<file path="src/rtl/upload_arb_pkg.sv">
`default_nettype none
// ============================================================================
// Module      : upload_arb_pkg
// Description : Shared constants for the USB CDC upload arbiter: FSM state
//               codes, default frame sync bytes and the SRCID field width.
// Revision    : 1.0 - initial release
// ============================================================================
package upload_arb_pkg;

    localparam int         SRCID_W      = 3;
    localparam logic [7:0] HDR0_DEFAULT = 8'hAA;
    localparam logic [7:0] HDR1_DEFAULT = 8'h44;

    typedef logic [2:0] state_t;

    localparam state_t ST_IDLE  = 3'd0;
    localparam state_t ST_HDR0  = 3'd1;
    localparam state_t ST_HDR1  = 3'd2;
    localparam state_t ST_SRCID = 3'd3;
    localparam state_t ST_DATA  = 3'd4;
    localparam state_t ST_CSUM  = 3'd5;

    // Source index as it appears in the SRCID header byte.
    function automatic logic [7:0] srcid_byte(input logic [SRCID_W-1:0] id);
        return {{(8-SRCID_W){1'b0}}, id};
    endfunction

endpackage
`default_nettype wire

</file>
<file path="src/rtl/upload_arbiter_rr_picker.sv">
`default_nettype none
// ============================================================================
// Module      : rr_picker
// Description : Combinational round-robin select: first request at or after
//               i_ptr, wrapping modulo NUM_SRC.
// Revision    : 1.0 - initial release
// ============================================================================
module rr_picker #(
    parameter int NUM_SRC = 4,
    parameter int IDX_W   = $clog2(NUM_SRC)
) (
    input  logic [NUM_SRC-1:0] i_req,
    input  logic [IDX_W-1:0]   i_ptr,
    output logic [NUM_SRC-1:0] o_gnt,
    output logic [IDX_W-1:0]   o_idx,
    output logic               o_any
);

    logic [IDX_W:0]   w_sum;
    logic [IDX_W-1:0] w_cand;

    always_comb begin
        o_gnt  = '0;
        o_idx  = '0;
        o_any  = 1'b0;
        w_sum  = '0;
        w_cand = '0;
        for (int k = 0; k < NUM_SRC; k++) begin
            w_sum = {1'b0, i_ptr} + (IDX_W+1)'(k);
            if (w_sum >= (IDX_W+1)'(NUM_SRC)) begin
                w_sum = w_sum - (IDX_W+1)'(NUM_SRC);
            end
            w_cand = w_sum[IDX_W-1:0];
            if (!o_any && i_req[w_cand]) begin
                o_any         = 1'b1;
                o_idx         = w_cand;
                o_gnt[w_cand] = 1'b1;
            end
        end
    end

endmodule
`default_nettype wire

</file>
<file path="src/rtl/upload_arbiter.sv">
`default_nettype none
// ============================================================================
// Module      : upload_arbiter
// Description : Frame-granular round-robin arbiter sharing the USB CDC upload
//               byte channel; wraps each frame as HDR0 HDR1 SRCID payload.
//               Define UPLOAD_CSUM_EN to append an 8-bit checksum byte.
// Revision    : 1.0 - initial release
// ============================================================================
module upload_arbiter
    import upload_arb_pkg::*;
#(
    parameter int         NUM_SRC = 4,
    parameter int         MAX_LEN = 256,
    parameter logic [7:0] HDR0    = HDR0_DEFAULT,
    parameter logic [7:0] HDR1    = HDR1_DEFAULT
) (
    input  logic                 clk,
    input  logic                 rst_n,
    input  logic [NUM_SRC*8-1:0] src_data,
    input  logic [NUM_SRC-1:0]   src_valid,
    input  logic [NUM_SRC-1:0]   src_last,
    output logic [NUM_SRC-1:0]   src_ready,
    output logic [7:0]           usb_upload_data,
    output logic                 usb_upload_valid,
    input  logic                 usb_upload_ready,
    output logic                 busy,
    output logic                 frame_trunc
);

    localparam int IDX_W = $clog2(NUM_SRC);

    state_t           state_q,     state_d;
    logic [IDX_W-1:0] grant_q,     grant_d;
    logic [IDX_W-1:0] rr_ptr_q,    rr_ptr_d;
    logic [15:0]      len_cnt_q,   len_cnt_d;
    logic [7:0]       out_data_q,  out_data_d;
    logic             out_valid_q, out_valid_d;
    logic             trunc_q,     trunc_d;
    logic             tail_q,      tail_d;
`ifdef UPLOAD_CSUM_EN
    logic [7:0]       csum_q,      csum_d;
`endif

    logic [NUM_SRC-1:0] w_pick_gnt;
    logic [IDX_W-1:0]   w_pick_idx;
    logic               w_pick_any;
    logic               w_start;
    logic               w_xfer;
    logic               w_can_load;
    logic [7:0]         w_sel_data;
    logic               w_sel_valid;
    logic               w_sel_last;
    logic [15:0]        w_len_next;
    logic               w_hit_max;
    logic [IDX_W-1:0]   w_next_ptr;

    rr_picker #(
        .NUM_SRC (NUM_SRC),
        .IDX_W   (IDX_W)
    ) u_rr_picker (
        .i_req (src_valid),
        .i_ptr (rr_ptr_q),
        .o_gnt (w_pick_gnt),
        .o_idx (w_pick_idx),
        .o_any (w_pick_any)
    );

    assign w_start     = w_pick_any && (|w_pick_gnt);
    assign w_xfer      = out_valid_q && usb_upload_ready;
    assign w_can_load  = !out_valid_q || usb_upload_ready;
    assign w_sel_data  = src_data[{grant_q, 3'b000} +: 8];
    assign w_sel_valid = src_valid[grant_q];
    assign w_sel_last  = src_last[grant_q];
    assign w_len_next  = len_cnt_q + 16'd1;
    assign w_hit_max   = (w_len_next == 16'(MAX_LEN));
    assign w_next_ptr  = (grant_q == IDX_W'(NUM_SRC-1)) ? '0 : grant_q + 1'b1;

    always_comb begin
        state_d     = state_q;
        grant_d     = grant_q;
        rr_ptr_d    = rr_ptr_q;
        len_cnt_d   = len_cnt_q;
        out_data_d  = out_data_q;
        out_valid_d = out_valid_q;
        trunc_d     = 1'b0;
        tail_d      = tail_q;
        src_ready   = '0;
`ifdef UPLOAD_CSUM_EN
        csum_d      = csum_q;
`endif
        case (state_q)
            ST_IDLE: begin
                if (w_start) begin
                    grant_d     = w_pick_idx;
                    out_data_d  = HDR0;
                    out_valid_d = 1'b1;
                    len_cnt_d   = '0;
                    tail_d      = 1'b0;
                    state_d     = ST_HDR0;
                end
            end
            ST_HDR0: begin
                if (w_xfer) begin
                    out_data_d = HDR1;
                    state_d    = ST_HDR1;
                end
            end
            ST_HDR1: begin
                if (w_xfer) begin
                    out_data_d = srcid_byte(SRCID_W'(grant_q));
                    state_d    = ST_SRCID;
`ifdef UPLOAD_CSUM_EN
                    csum_d     = srcid_byte(SRCID_W'(grant_q));
`endif
                end
            end
            ST_SRCID, ST_DATA: begin
                // tail_q marks the closing payload byte still waiting in the output register
                if (tail_q) begin
                    if (w_xfer) begin
                        out_valid_d = 1'b0;
                        tail_d      = 1'b0;
                        state_d     = ST_IDLE;
                    end
                end else begin
                    if (w_xfer) begin
                        out_valid_d = 1'b0;
                        state_d     = ST_DATA;
                    end
                    if (w_sel_valid && w_can_load) begin
                        src_ready[grant_q] = 1'b1;
                        out_data_d         = w_sel_data;
                        out_valid_d        = 1'b1;
                        len_cnt_d          = w_len_next;
                        state_d            = ST_DATA;
`ifdef UPLOAD_CSUM_EN
                        csum_d             = csum_q + w_sel_data;
`endif
                        if (w_sel_last || w_hit_max) begin
                            trunc_d  = !w_sel_last;
                            rr_ptr_d = w_next_ptr;
`ifdef UPLOAD_CSUM_EN
                            state_d  = ST_CSUM;
`else
                            tail_d   = 1'b1;
`endif
                        end
                    end
                end
            end
`ifdef UPLOAD_CSUM_EN
            ST_CSUM: begin
                if (w_xfer) begin
                    if (tail_q) begin
                        out_valid_d = 1'b0;
                        tail_d      = 1'b0;
                        state_d     = ST_IDLE;
                    end else begin
                        out_data_d = csum_q;
                        tail_d     = 1'b1;
                    end
                end
            end
`endif
            default: begin
                out_valid_d = 1'b0;
                tail_d      = 1'b0;
                state_d     = ST_IDLE;
            end
        endcase
    end

    always_ff @(posedge clk or negedge rst_n) begin
        if (!rst_n) begin
            state_q     <= ST_IDLE;
            grant_q     <= '0;
            rr_ptr_q    <= '0;
            len_cnt_q   <= '0;
            out_data_q  <= '0;
            out_valid_q <= 1'b0;
            trunc_q     <= 1'b0;
            tail_q      <= 1'b0;
`ifdef UPLOAD_CSUM_EN
            csum_q      <= '0;
`endif
        end else begin
            state_q     <= state_d;
            grant_q     <= grant_d;
            rr_ptr_q    <= rr_ptr_d;
            len_cnt_q   <= len_cnt_d;
            out_data_q  <= out_data_d;
            out_valid_q <= out_valid_d;
            trunc_q     <= trunc_d;
            tail_q      <= tail_d;
`ifdef UPLOAD_CSUM_EN
            csum_q      <= csum_d;
`endif
        end
    end

    assign usb_upload_data  = out_data_q;
    assign usb_upload_valid = out_valid_q;
    assign busy             = (state_q != ST_IDLE);
    assign frame_trunc      = trunc_q;

endmodule
`default_nettype wire

</file>
<file path="config.mk">
export PLATFORM = sky130hd
export DESIGN_NAME = upload_arbiter
export DESIGN_NICKNAME = d
export VERILOG_FILES = /design/src/rtl/upload_arb_pkg.sv /design/src/rtl/upload_arbiter_rr_picker.sv /design/src/rtl/upload_arbiter.sv
export SDC_FILE = /design/constraint.sdc
export NUM_CORES = 1
export LEC_CHECK = 0
export ABC_AREA = 1
export CAP_MARGIN = 20
export CORE_ASPECT_RATIO = 0.6
export CORE_UTILIZATION = 50
export DETAILED_ROUTE_END_ITERATION = 7
export PLACE_DENSITY = 0.75
export SETUP_SLACK_MARGIN = 0.3
export SLEW_MARGIN = 15
export SYNTH_ARGS = -nofsm -noshare
export SYNTH_HDL_FRONTEND = slang
export SYNTH_SLANG_ARGS = --single-unit
</file>
<file path="constraint.sdc">
create_clock -name clk -period 2.7 [get_ports clk]
set_input_delay 0.54 -clock clk [delete_from_list [all_inputs] [get_ports clk]]
set_output_delay 0.54 -clock clk [all_outputs]
set_load 0.005 [all_outputs]
</file>
==> flow_results.xml, run 1 <==
<?xml version="1.0" encoding="UTF-8"?>
<metrics>
  <group name="timing">
    <metric name="finalHoldViolations" unit="">0</metric>
    <metric name="rsz0062_at_grt" unit="">yes</metric>
    <metric name="timing_worst_slew_pin_value" unit="ns">0.556</metric>
    <metric name="number_of_failing_setup_endpoints_in_the_final_timing_report" unit="">0</metric>
    <metric name="min_period" unit="ns">2.40</metric>
    <metric name="final.setup_skew" unit="ns">0.00317</metric>
    <metric name="post-route-period-util" unit="">0.887</metric>
    <metric name="fin_setup_tns" unit="ns">0</metric>
    <metric name="finalMaxSlewViolations" unit="">0</metric>
    <metric name="timing.max_slew.rel_slack" unit="">0.628</metric>
    <metric name="maxClockFrequency" unit="MHz">417</metric>
  </group>
  <group name="cts">
    <metric name="insertion_delay" unit="ns">0.29</metric>
    <metric name="cts.root.buffer_cell" unit="">sky130_fd_sc_hd__clkbuf_8</metric>
    <metric name="cts_max_path_buffers" unit="">2</metric>
    <metric name="clock_tree.htree_level_count" unit="">2</metric>
    <metric name="cts-hold-fix-buffers" unit="">0</metric>
    <metric name="tritoncts_clock_tree" unit="">yes</metric>
    <metric name="clk_pin_slew_worst_paths" unit="ns">0.07</metric>
    <metric name="cts.sinks" unit="">34</metric>
    <metric name="tritoncts.num_buffers" unit="">5</metric>
  </group>
  <group name="global_route">
    <metric name="largest_net_degree_at_the_start_of_global_routing" unit="">35</metric>
    <metric name="grt_antenna_before_repair" unit="">0</metric>
    <metric name="grt_overflow" unit="">0</metric>
    <metric name="global_route.usage.total" unit="">0.296</metric>
    <metric name="grt_pass1_vias" unit="">2860</metric>
    <metric name="grt_pass1_wl" unit="µm">13700</metric>
  </group>
  <group name="die">
    <metric name="row_count" unit="">20</metric>
    <metric name="die_area" unit="mm²">0.00606</metric>
    <metric name="floorplan.initialDensity" unit="">0.544</metric>
    <metric name="dieHeight" unit="µm">60.7</metric>
    <metric name="core_region_area" unit="mm²">0.00528</metric>
    <metric name="chip_width" unit="µm">99.8</metric>
    <metric name="top_level_ports" unit="">58</metric>
  </group>
  <group name="place">
    <metric name="post-dp-hpwl" unit="µm">6350</metric>
    <metric name="numPlacedInstances" unit="">590</metric>
    <metric name="placement.io_buffers" unit="">57</metric>
    <metric name="gp_weighted_congestion" unit="">0.909</metric>
  </group>
  <group name="logic_synthesis">
    <metric name="complex_gate_fraction_of_the_synthesized_area" unit="">0.122</metric>
    <metric name="synth_seq_cells" unit="">34</metric>
    <metric name="synthTopCellsByArea" unit="">sky130_fd_sc_hd__dfrtp_1, sky130_fd_sc_hd__nand2_1, sky130_fd_sc_hd__nand3_1</metric>
    <metric name="post_synth_mux_area_share" unit="">0</metric>
    <metric name="mean_instance_size_in_the_synthesized_netlist" unit="µm²">6.38</metric>
    <metric name="cell_area_synth" unit="mm²">0.00287</metric>
    <metric name="netlist_instances" unit="">450</metric>
    <metric name="synthXorXnorAreaFrac" unit="">0.00915</metric>
    <metric name="synth.net_count" unit="">505</metric>
    <metric name="synth_cell_type_count" unit="">33</metric>
    <metric name="synth_largest_type_area_fraction" unit="">0.296</metric>
    <metric name="largest_family_of_logic_cells_by_synthesized_area" unit="">simple AND/OR/NAND/NOR gates</metric>
    <metric name="synth_warnings" unit="">0</metric>
    <metric name="synth-seq-area-share" unit="">0.296</metric>
    <metric name="post_synth_and_or_nand_nor_area_fraction" unit="">0.422</metric>
    <metric name="synth_top_cell_by_area" unit="">sky130_fd_sc_hd__dfrtp_1</metric>
    <metric name="post_synth_fa_ha_maj_area_fraction" unit="">0.0523</metric>
  </group>
  <group name="cells_and_area">
    <metric name="utilization" unit="">0.756</metric>
    <metric name="antenna_cells" unit="">0</metric>
    <metric name="finish.net_count" unit="">601</metric>
    <metric name="finalNonFillerCells" unit="">624</metric>
    <metric name="area_growth_syn_to_layout" unit="%">39.1</metric>
    <metric name="post_route_cells_drive_above_1_share" unit="">0.196</metric>
  </group>
  <group name="detailed_routing">
    <metric name="drt-wirelength-per-cell" unit="µm">14.5</metric>
    <metric name="route.detailed.drc" unit="">0</metric>
    <metric name="maxUsedRoutingLayer" unit="">met4</metric>
    <metric name="avgViaCountPerCell" unit="">5.29</metric>
    <metric name="wl_met1" unit="µm">4280</metric>
    <metric name="detailroute.wirelength.met2" unit="µm">4020</metric>
    <metric name="dr_wl_met3" unit="µm">678</metric>
    <metric name="postRouteAntennaNets" unit="">0</metric>
    <metric name="total_wire_length_after_detailed_routing" unit="µm">9070</metric>
    <metric name="drt-initial-drc-count" unit="">320</metric>
    <metric name="drt_pass1_iterations" unit="">5</metric>
    <metric name="detailroute.via_count" unit="">3298</metric>
  </group>
  <group name="critical_path">
    <metric name="cp-startpoint" unit="">grant_q[0]</metric>
    <metric name="arrival" unit="ns">1.86</metric>
    <metric name="critPathLaunchType" unit="">register</metric>
    <metric name="rr_endpoint" unit="">tail_q</metric>
    <metric name="cp-end-kind" unit="">output pin</metric>
    <metric name="worstSetupPathType" unit="">reg -&gt; out</metric>
    <metric name="crit_path_end" unit="">src_ready[1]</metric>
    <metric name="worst_ep_required_time" unit="ns">2.16</metric>
    <metric name="worstRegToRegCells" unit="">17</metric>
    <metric name="critical_path.max_fanout" unit="">7</metric>
    <metric name="timing.rr.start" unit="">grant_q[1]</metric>
    <metric name="ff2ff_setup_slack" unit="ns">0.33</metric>
  </group>
  <group name="power">
    <metric name="power" unit="mW">4.07</metric>
    <metric name="p_clk_frac" unit="">0.098</metric>
    <metric name="power.combinational.fraction" unit="">0.714</metric>
    <metric name="power_density" unit="mW/mm²">1020</metric>
    <metric name="p_leak" unit="nW">1.97</metric>
    <metric name="switching_power" unit="mW">2.02</metric>
    <metric name="power.share.sequential" unit="">0.188</metric>
    <metric name="fraction_of_power_spent_switching_nets" unit="">0.495</metric>
    <metric name="maximum_vdd_ir_drop" unit="mV">0.666</metric>
    <metric name="int_power" unit="mW">2.06</metric>
  </group>
  <group name="status">
    <metric name="run_status" unit="">finished clean</metric>
  </group>
  <group name="worst_hold_path">
    <metric name="hold_path.class" unit="">reg -&gt; reg</metric>
  </group>
  <group name="flow_run">
    <metric name="timing.max_cap.violations" unit="">0</metric>
  </group>
</metrics>
## registers in the layout, indices dropped and copies added, names as in the netlist
| name | count |
|---|---|
| grant_q | 2 |
| frame_trunc | 1 |
| tail_q | 1 |
| usb_upload_valid | 1 |
| usb_upload_data | 8 |
| state_q | 3 |
| len_cnt_q | 16 |
| rr_ptr_q | 2 |
## layout by cell type (no fill, tap or decap), types with 8 or more instances in the layout
cell type                         count
sky130_fd_sc_hd__dfrtp_1             33
sky130_fd_sc_hd__ha_1                12
sky130_fd_sc_hd__buf_4               37
sky130_fd_sc_hd__nand2_1            154
sky130_fd_sc_hd__inv_1               47
sky130_fd_sc_hd__nand3_1             36
sky130_fd_sc_hd__nand4_1             14
sky130_fd_sc_hd__o21ai_2             18
sky130_fd_sc_hd__inv_2                8
sky130_fd_sc_hd__o21ai_0             16
sky130_fd_sc_hd__nor2_1              47
sky130_fd_sc_hd__nand2_2             12
sky130_fd_sc_hd__clkdlybuf4s50_1     48
## how the worst min path moves through the flow
stage | to | slack, ns | cells after the start | from
6_report | usb_upload_data[6] | 0.47 | 2 | usb_upload_data[6]
5_1_grt | usb_upload_data[6] | 0.52 | 2 | usb_upload_data[6]
4_1_cts | usb_upload_data[6] | 0.48 | 2 | usb_upload_data[6]
3_5_place_dp | usb_upload_data[6] | 0.46 | 2 | usb_upload_data[6]
3_3_place_gp | usb_upload_data[2] | 0.46 | 2 | usb_upload_data[2]
2_1_floorplan | frame_trunc | 0.24 | 0 | rst_n
## synth_stat cells
cell	instances
sky130_fd_sc_hd__o21ai_1	1
sky130_fd_sc_hd__ha_1	12
sky130_fd_sc_hd__nand4_1	14
sky130_fd_sc_hd__nand2_1	162
sky130_fd_sc_hd__o21ai_2	17
sky130_fd_sc_hd__nand3_4	1
sky130_fd_sc_hd__a21boi_0	1
sky130_fd_sc_hd__nand2_4	1
sky130_fd_sc_hd__nor2_2	2
sky130_fd_sc_hd__a21oi_2	1
sky130_fd_sc_hd__buf_1	1
sky130_fd_sc_hd__o211ai_1	1
sky130_fd_sc_hd__inv_1	50
sky130_fd_sc_hd__o211a_1	1
sky130_fd_sc_hd__buf_6	3
sky130_fd_sc_hd__nor2_1	50
sky130_fd_sc_hd__nor3_1	4
sky130_fd_sc_hd__nand2_2	4
sky130_fd_sc_hd__nand3b_1	2
sky130_fd_sc_hd__buf_2	1
sky130_fd_sc_hd__nand3_1	38
sky130_fd_sc_hd__inv_2	5
sky130_fd_sc_hd__buf_4	1
sky130_fd_sc_hd__a21oi_1	7
sky130_fd_sc_hd__clkbuf_1	7
sky130_fd_sc_hd__o22ai_1	3
sky130_fd_sc_hd__o31ai_1	1
sky130_fd_sc_hd__nand3_2	2
sky130_fd_sc_hd__o21bai_1	2
sky130_fd_sc_hd__o21ai_0	17
sky130_fd_sc_hd__nor3_4	1
sky130_fd_sc_hd__xor2_1	3
sky130_fd_sc_hd__dfrtp_1	34
## cells by family (layout without fill, tap and decap cells)
group,after synthesis,after routing
simple gates,281,281
buf+inv,68,165
compound gates,52,52
flops,34,34
fa+ha+maj,12,12
xor+xnor,3,3
## layout make-up
class,count,area [µm²]
multi-input cells,348,1810
fillers,416,1290
repair buffers,102,937
flip-flops and latches,34,852
inverters,55,206
well taps,77,96.3
clock buffers,7,86.3
clock inverters,1,5.00
## power by group through the flow
stage,Sequential [mW],Combinational (mW),Clock (mW)
after floorplan,0.759,1.68,0
after global placement,0.764,2.35,0
after detailed placement,0.767,2.40,0
after CTS,0.765,2.59,0.397
after global routing,0.780,3.21,0.425
final,0.766,2.91,0.400
## per-layer routing
| metal | up-vias | track usage |
|---|---|---|
| met5 | - | 0 |
| met4 | 0 | 0.0525 |
| met3 | 12 | 0.0530 |
| met2 | 136 | 0.461 |
| met1 | 1527 | 0.438 |
| li1 | 1623 | - |
## critical path, cell delays in order (launching register included)
cell and delay, ns:
sky130_fd_sc_hd__dfrtp_2 0.47, sky130_fd_sc_hd__inv_2 0.09, sky130_fd_sc_hd__nand2_2 0.05, sky130_fd_sc_hd__nand3_2 0.09, sky130_fd_sc_hd__nand3b_1 0.14, sky130_fd_sc_hd__buf_4 0.17
sky130_fd_sc_hd__nor2_4 0.12, sky130_fd_sc_hd__inv_2 0.07, sky130_fd_sc_hd__nor2_1 0.11, sky130_fd_sc_hd__dlygate4sd2_1 0.26
## repair_timing
item	4_1_cts	5_1_grt
pin swaps	7	15
endpoints found under the hold margin	0	0
setup buffers	13	13
setup endpoints to repair	4	17
gates resized for setup	20	25
## stage by stage
step	hold WS (ns)	setup WS, ns	cell area, µm²
6_report	0.474	0.304	3990
5_1_grt	0.521	0.227	3990
4_1_cts	0.477	0.300	3820
3_5_place_dp	0.459	-0.144	3620
3_3_place_gp	0.459	-0.114	3620
2_1_floorplan	0.244	0.649	2870
No activity file was read; power rests on OpenSTA's default activity.
==> run 2, diff against run 1 <==
--- a/config.mk
+++ b/config.mk
@@ -11,7 +11,7 @@
 export CORE_UTILIZATION = 50
 export DETAILED_ROUTE_END_ITERATION = 7
 export PLACE_DENSITY = 0.75
-export SETUP_SLACK_MARGIN = 0.3
+export REMOVE_ABC_BUFFERS = 1
 export SLEW_MARGIN = 15
 export SYNTH_ARGS = -nofsm -noshare
 export SYNTH_HDL_FRONTEND = slang
==> run 2 against run 1 <==
  * Final cell count shrank 4.6%
  * Worst setup slack gained 0.018 ns
  * Critical path depth shrank 4
  * Via count shrank 5.9%
  * Global-route usage shrank 0.28 points
  * Combinational power shrank 18%
  * Sequential share of layout area grew 1.4 points
  * Register-to-register slack gained 0.07 ns
  * Utilization shrank 4.8 points
  * Sequential power shrank 2%
  * Clock-buffer cell count shrank 2
  * Critical endpoint is now busy
  * Largest cell class unchanged
  * Largest power group unchanged
  * Highest routed layer unchanged
==> flow_results.xml, run 2 (synthesis results as in run 1) <==
<?xml version="1.0" encoding="UTF-8"?>
<metrics>
  <group name="status">
    <metric name="run_status" unit="">finished clean</metric>
  </group>
  <group name="die">
    <metric name="chip_width" unit="µm">99.8</metric>
    <metric name="floorplan.initialDensity" unit="">0.544</metric>
    <metric name="die_area" unit="mm²">0.00606</metric>
    <metric name="core_region_area" unit="mm²">0.00528</metric>
    <metric name="top_level_ports" unit="">58</metric>
    <metric name="row_count" unit="">20</metric>
    <metric name="dieHeight" unit="µm">60.7</metric>
  </group>
  <group name="place">
    <metric name="post-dp-hpwl" unit="µm">6260</metric>
    <metric name="placement.io_buffers" unit="">57</metric>
    <metric name="gp_weighted_congestion" unit="">0.860</metric>
    <metric name="post-place-ws" unit="ns">-0.183</metric>
  </group>
  <group name="power">
    <metric name="power.combinational.fraction" unit="">0.642</metric>
    <metric name="int_power" unit="mW">1.89</metric>
    <metric name="switching_power" unit="mW">1.86</metric>
    <metric name="power_density" unit="mW/mm²">1000</metric>
    <metric name="maximum_vdd_ir_drop" unit="mV">0.601</metric>
    <metric name="p_clk_frac" unit="">0.158</metric>
    <metric name="fraction_of_power_spent_switching_nets" unit="">0.496</metric>
    <metric name="power.share.sequential" unit="">0.200</metric>
    <metric name="p_leak" unit="nW">1.88</metric>
  </group>
  <group name="cts">
    <metric name="cts_max_path_buffers" unit="">2</metric>
    <metric name="clock_tree.htree_level_count" unit="">2</metric>
    <metric name="cts.sinks" unit="">34</metric>
    <metric name="cts-hold-fix-buffers" unit="">0</metric>
    <metric name="cts.root.buffer_cell" unit="">sky130_fd_sc_hd__clkbuf_8</metric>
    <metric name="clk_pin_slew_worst_paths" unit="ns">0.08</metric>
    <metric name="insertion_delay" unit="ns">0.30</metric>
    <metric name="tritoncts_clock_tree" unit="">yes</metric>
    <metric name="tritoncts.num_buffers" unit="">5</metric>
  </group>
  <group name="critical_path">
    <metric name="cp-end-kind" unit="">output pin</metric>
    <metric name="arrival" unit="ns">1.84</metric>
    <metric name="worstSetupPathType" unit="">reg -&gt; out</metric>
    <metric name="worst_ep_required_time" unit="ns">2.16</metric>
    <metric name="crit_path_end" unit="">busy</metric>
    <metric name="worstRegToRegCells" unit="">12</metric>
    <metric name="critPathLaunchType" unit="">register</metric>
    <metric name="rr_endpoint" unit="">rr_ptr_q[0]</metric>
    <metric name="cp-startpoint" unit="">state_q[0]</metric>
    <metric name="ff2ff_setup_slack" unit="ns">0.40</metric>
    <metric name="timing.rr.start" unit="">len_cnt_q[0]</metric>
    <metric name="critical_path.max_fanout" unit="">3</metric>
  </group>
  <group name="cells_and_area">
    <metric name="top_register" unit="">len_cnt_q</metric>
    <metric name="post_route_cells_drive_above_1_share" unit="">0.118</metric>
    <metric name="finish.net_count" unit="">572</metric>
    <metric name="layout_common_cells" unit="">sky130_fd_sc_hd__nand2_1, sky130_fd_sc_hd__clkdlybuf4s50_1, sky130_fd_sc_hd__nor2_1, sky130_fd_sc_hd__inv_1, sky130_fd_sc_hd__nand3_1</metric>
    <metric name="area_growth_syn_to_layout" unit="%">30.3</metric>
    <metric name="commonest_non_fill_non_tap_cell_in_the_layout" unit="">sky130_fd_sc_hd__nand2_1</metric>
    <metric name="utilization" unit="">0.708</metric>
    <metric name="largest_register_ffs" unit="">16</metric>
    <metric name="fillerInstances" unit="">468</metric>
    <metric name="antenna_cells" unit="">0</metric>
  </group>
  <group name="timing">
    <metric name="timing.max_slew.rel_slack" unit="">0.655</metric>
    <metric name="finalMaxSlewViolations" unit="">0</metric>
    <metric name="layout_setup_ws" unit="ns">0.322</metric>
    <metric name="finalHoldViolations" unit="">0</metric>
    <metric name="maxClockFrequency" unit="MHz">421</metric>
    <metric name="post-route-period-util" unit="">0.881</metric>
    <metric name="final.setup_skew" unit="ns">0.0100</metric>
    <metric name="timing_worst_slew_pin_value" unit="ns">0.515</metric>
    <metric name="min_period" unit="ns">2.38</metric>
    <metric name="number_of_failing_setup_endpoints_in_the_final_timing_report" unit="">0</metric>
    <metric name="rsz0062_at_grt" unit="">no</metric>
  </group>
  <group name="global_route">
    <metric name="largest_net_degree_at_the_start_of_global_routing" unit="">35</metric>
    <metric name="grt_pass1_wl" unit="µm">13300</metric>
    <metric name="grt_pass1_vias" unit="">2644</metric>
    <metric name="grt_overflow" unit="">0</metric>
    <metric name="global_route.usage.total" unit="">0.293</metric>
    <metric name="grt_antenna_before_repair" unit="">0</metric>
  </group>
  <group name="detailed_routing">
    <metric name="total_wire_length_after_detailed_routing" unit="µm">8150</metric>
    <metric name="avgViaCountPerCell" unit="">5.22</metric>
    <metric name="drt-wirelength-per-cell" unit="µm">13.7</metric>
    <metric name="drt_pass1_iterations" unit="">5</metric>
    <metric name="detailroute.via_count" unit="">3104</metric>
    <metric name="drt-initial-drc-count" unit="">243</metric>
    <metric name="route.detailed.drc" unit="">0</metric>
    <metric name="postRouteAntennaNets" unit="">0</metric>
  </group>
  <group name="worst_hold_path">
    <metric name="hold_start" unit="">usb_upload_data[1]</metric>
    <metric name="hold_path.class" unit="">reg -&gt; reg</metric>
  </group>
  <group name="flow_run">
    <metric name="timing.max_cap.violations" unit="">0</metric>
  </group>
</metrics>
## run 2: cell type report
class	count	area, µm²	area share
Timing Repair Buffer	73	703	0.188
Inverter	55	206	0.0552
Clock buffer	5	68.8	0.0184
Multi-Input combinational cell	348	1750	0.467
Clock inverter	3	68.8	0.0184
Tap cell	77	96.3	0.0258
Sequential cell	34	851	0.228
## run 2: per-stage QoR
step / hold WS (ns) / TNS [ns] / area [µm²] / cells / power [mW]
floorplan: 0.244 / 0 / 2790 / 437 / 2.28
global placement: 0.456 / -0.637 / 3570 / 586 / 3.07
CTS: 0.479 / 0 / 3720 / 594 / 3.73
detailed placement: 0.462 / -0.722 / 3570 / 586 / 3.11
finish: 0.476 / 0 / 3740 / 595 / 3.74
global route: 0.507 / 0 / 3740 / 595 / 4.07
## run 2: worst min-delay path by stage
stage,slack [ns],to,cells past startpoint
floorplan,0.24,frame_trunc,0
global placement,0.46,usb_upload_data[2],2
detailed placement,0.46,usb_upload_data[6],2
CTS,0.48,usb_upload_data[1],2
global route,0.51,usb_upload_data[5],2
finish,0.48,usb_upload_data[1],2
## run 2: critical path, cell delays in order, from the launching register on
cell and delay, ns:
sky130_fd_sc_hd__dfrtp_1 0.41, sky130_fd_sc_hd__inv_1 0.12, sky130_fd_sc_hd__nand2_1 0.11, sky130_fd_sc_hd__nor2_1 0.32, sky130_fd_sc_hd__inv_1 0.10, sky130_fd_sc_hd__clkdlybuf4s50_1 0.47
## run 2: repair_timing
item | 4_1_cts | 5_1_grt
setup buffers | 0 | 1
setup endpoints to repair | 4 | 4
resized for setup | 3 | 6
pin swaps | 3 | 3
## run 2: per-layer routing
metal  global-route usage  vias up  share of wire
li1                     -     1565              -
met4               0.0693        0         0.0088
met3               0.0518        8          0.072
met2                0.406      117           0.41
met5                    0        -              0
met1                0.466     1414           0.51
## run 2: power by group through the flow
stage / clock, mW / sequential (mW) / combinational [mW]
after floorplan: 0 / 0.795 / 1.49
after global placement: 0 / 0.754 / 2.31
after detailed placement: 0 / 0.755 / 2.36
after CTS: 0.597 / 0.748 / 2.38
after global routing: 0.609 / 0.768 / 2.69
final: 0.590 / 0.750 / 2.40
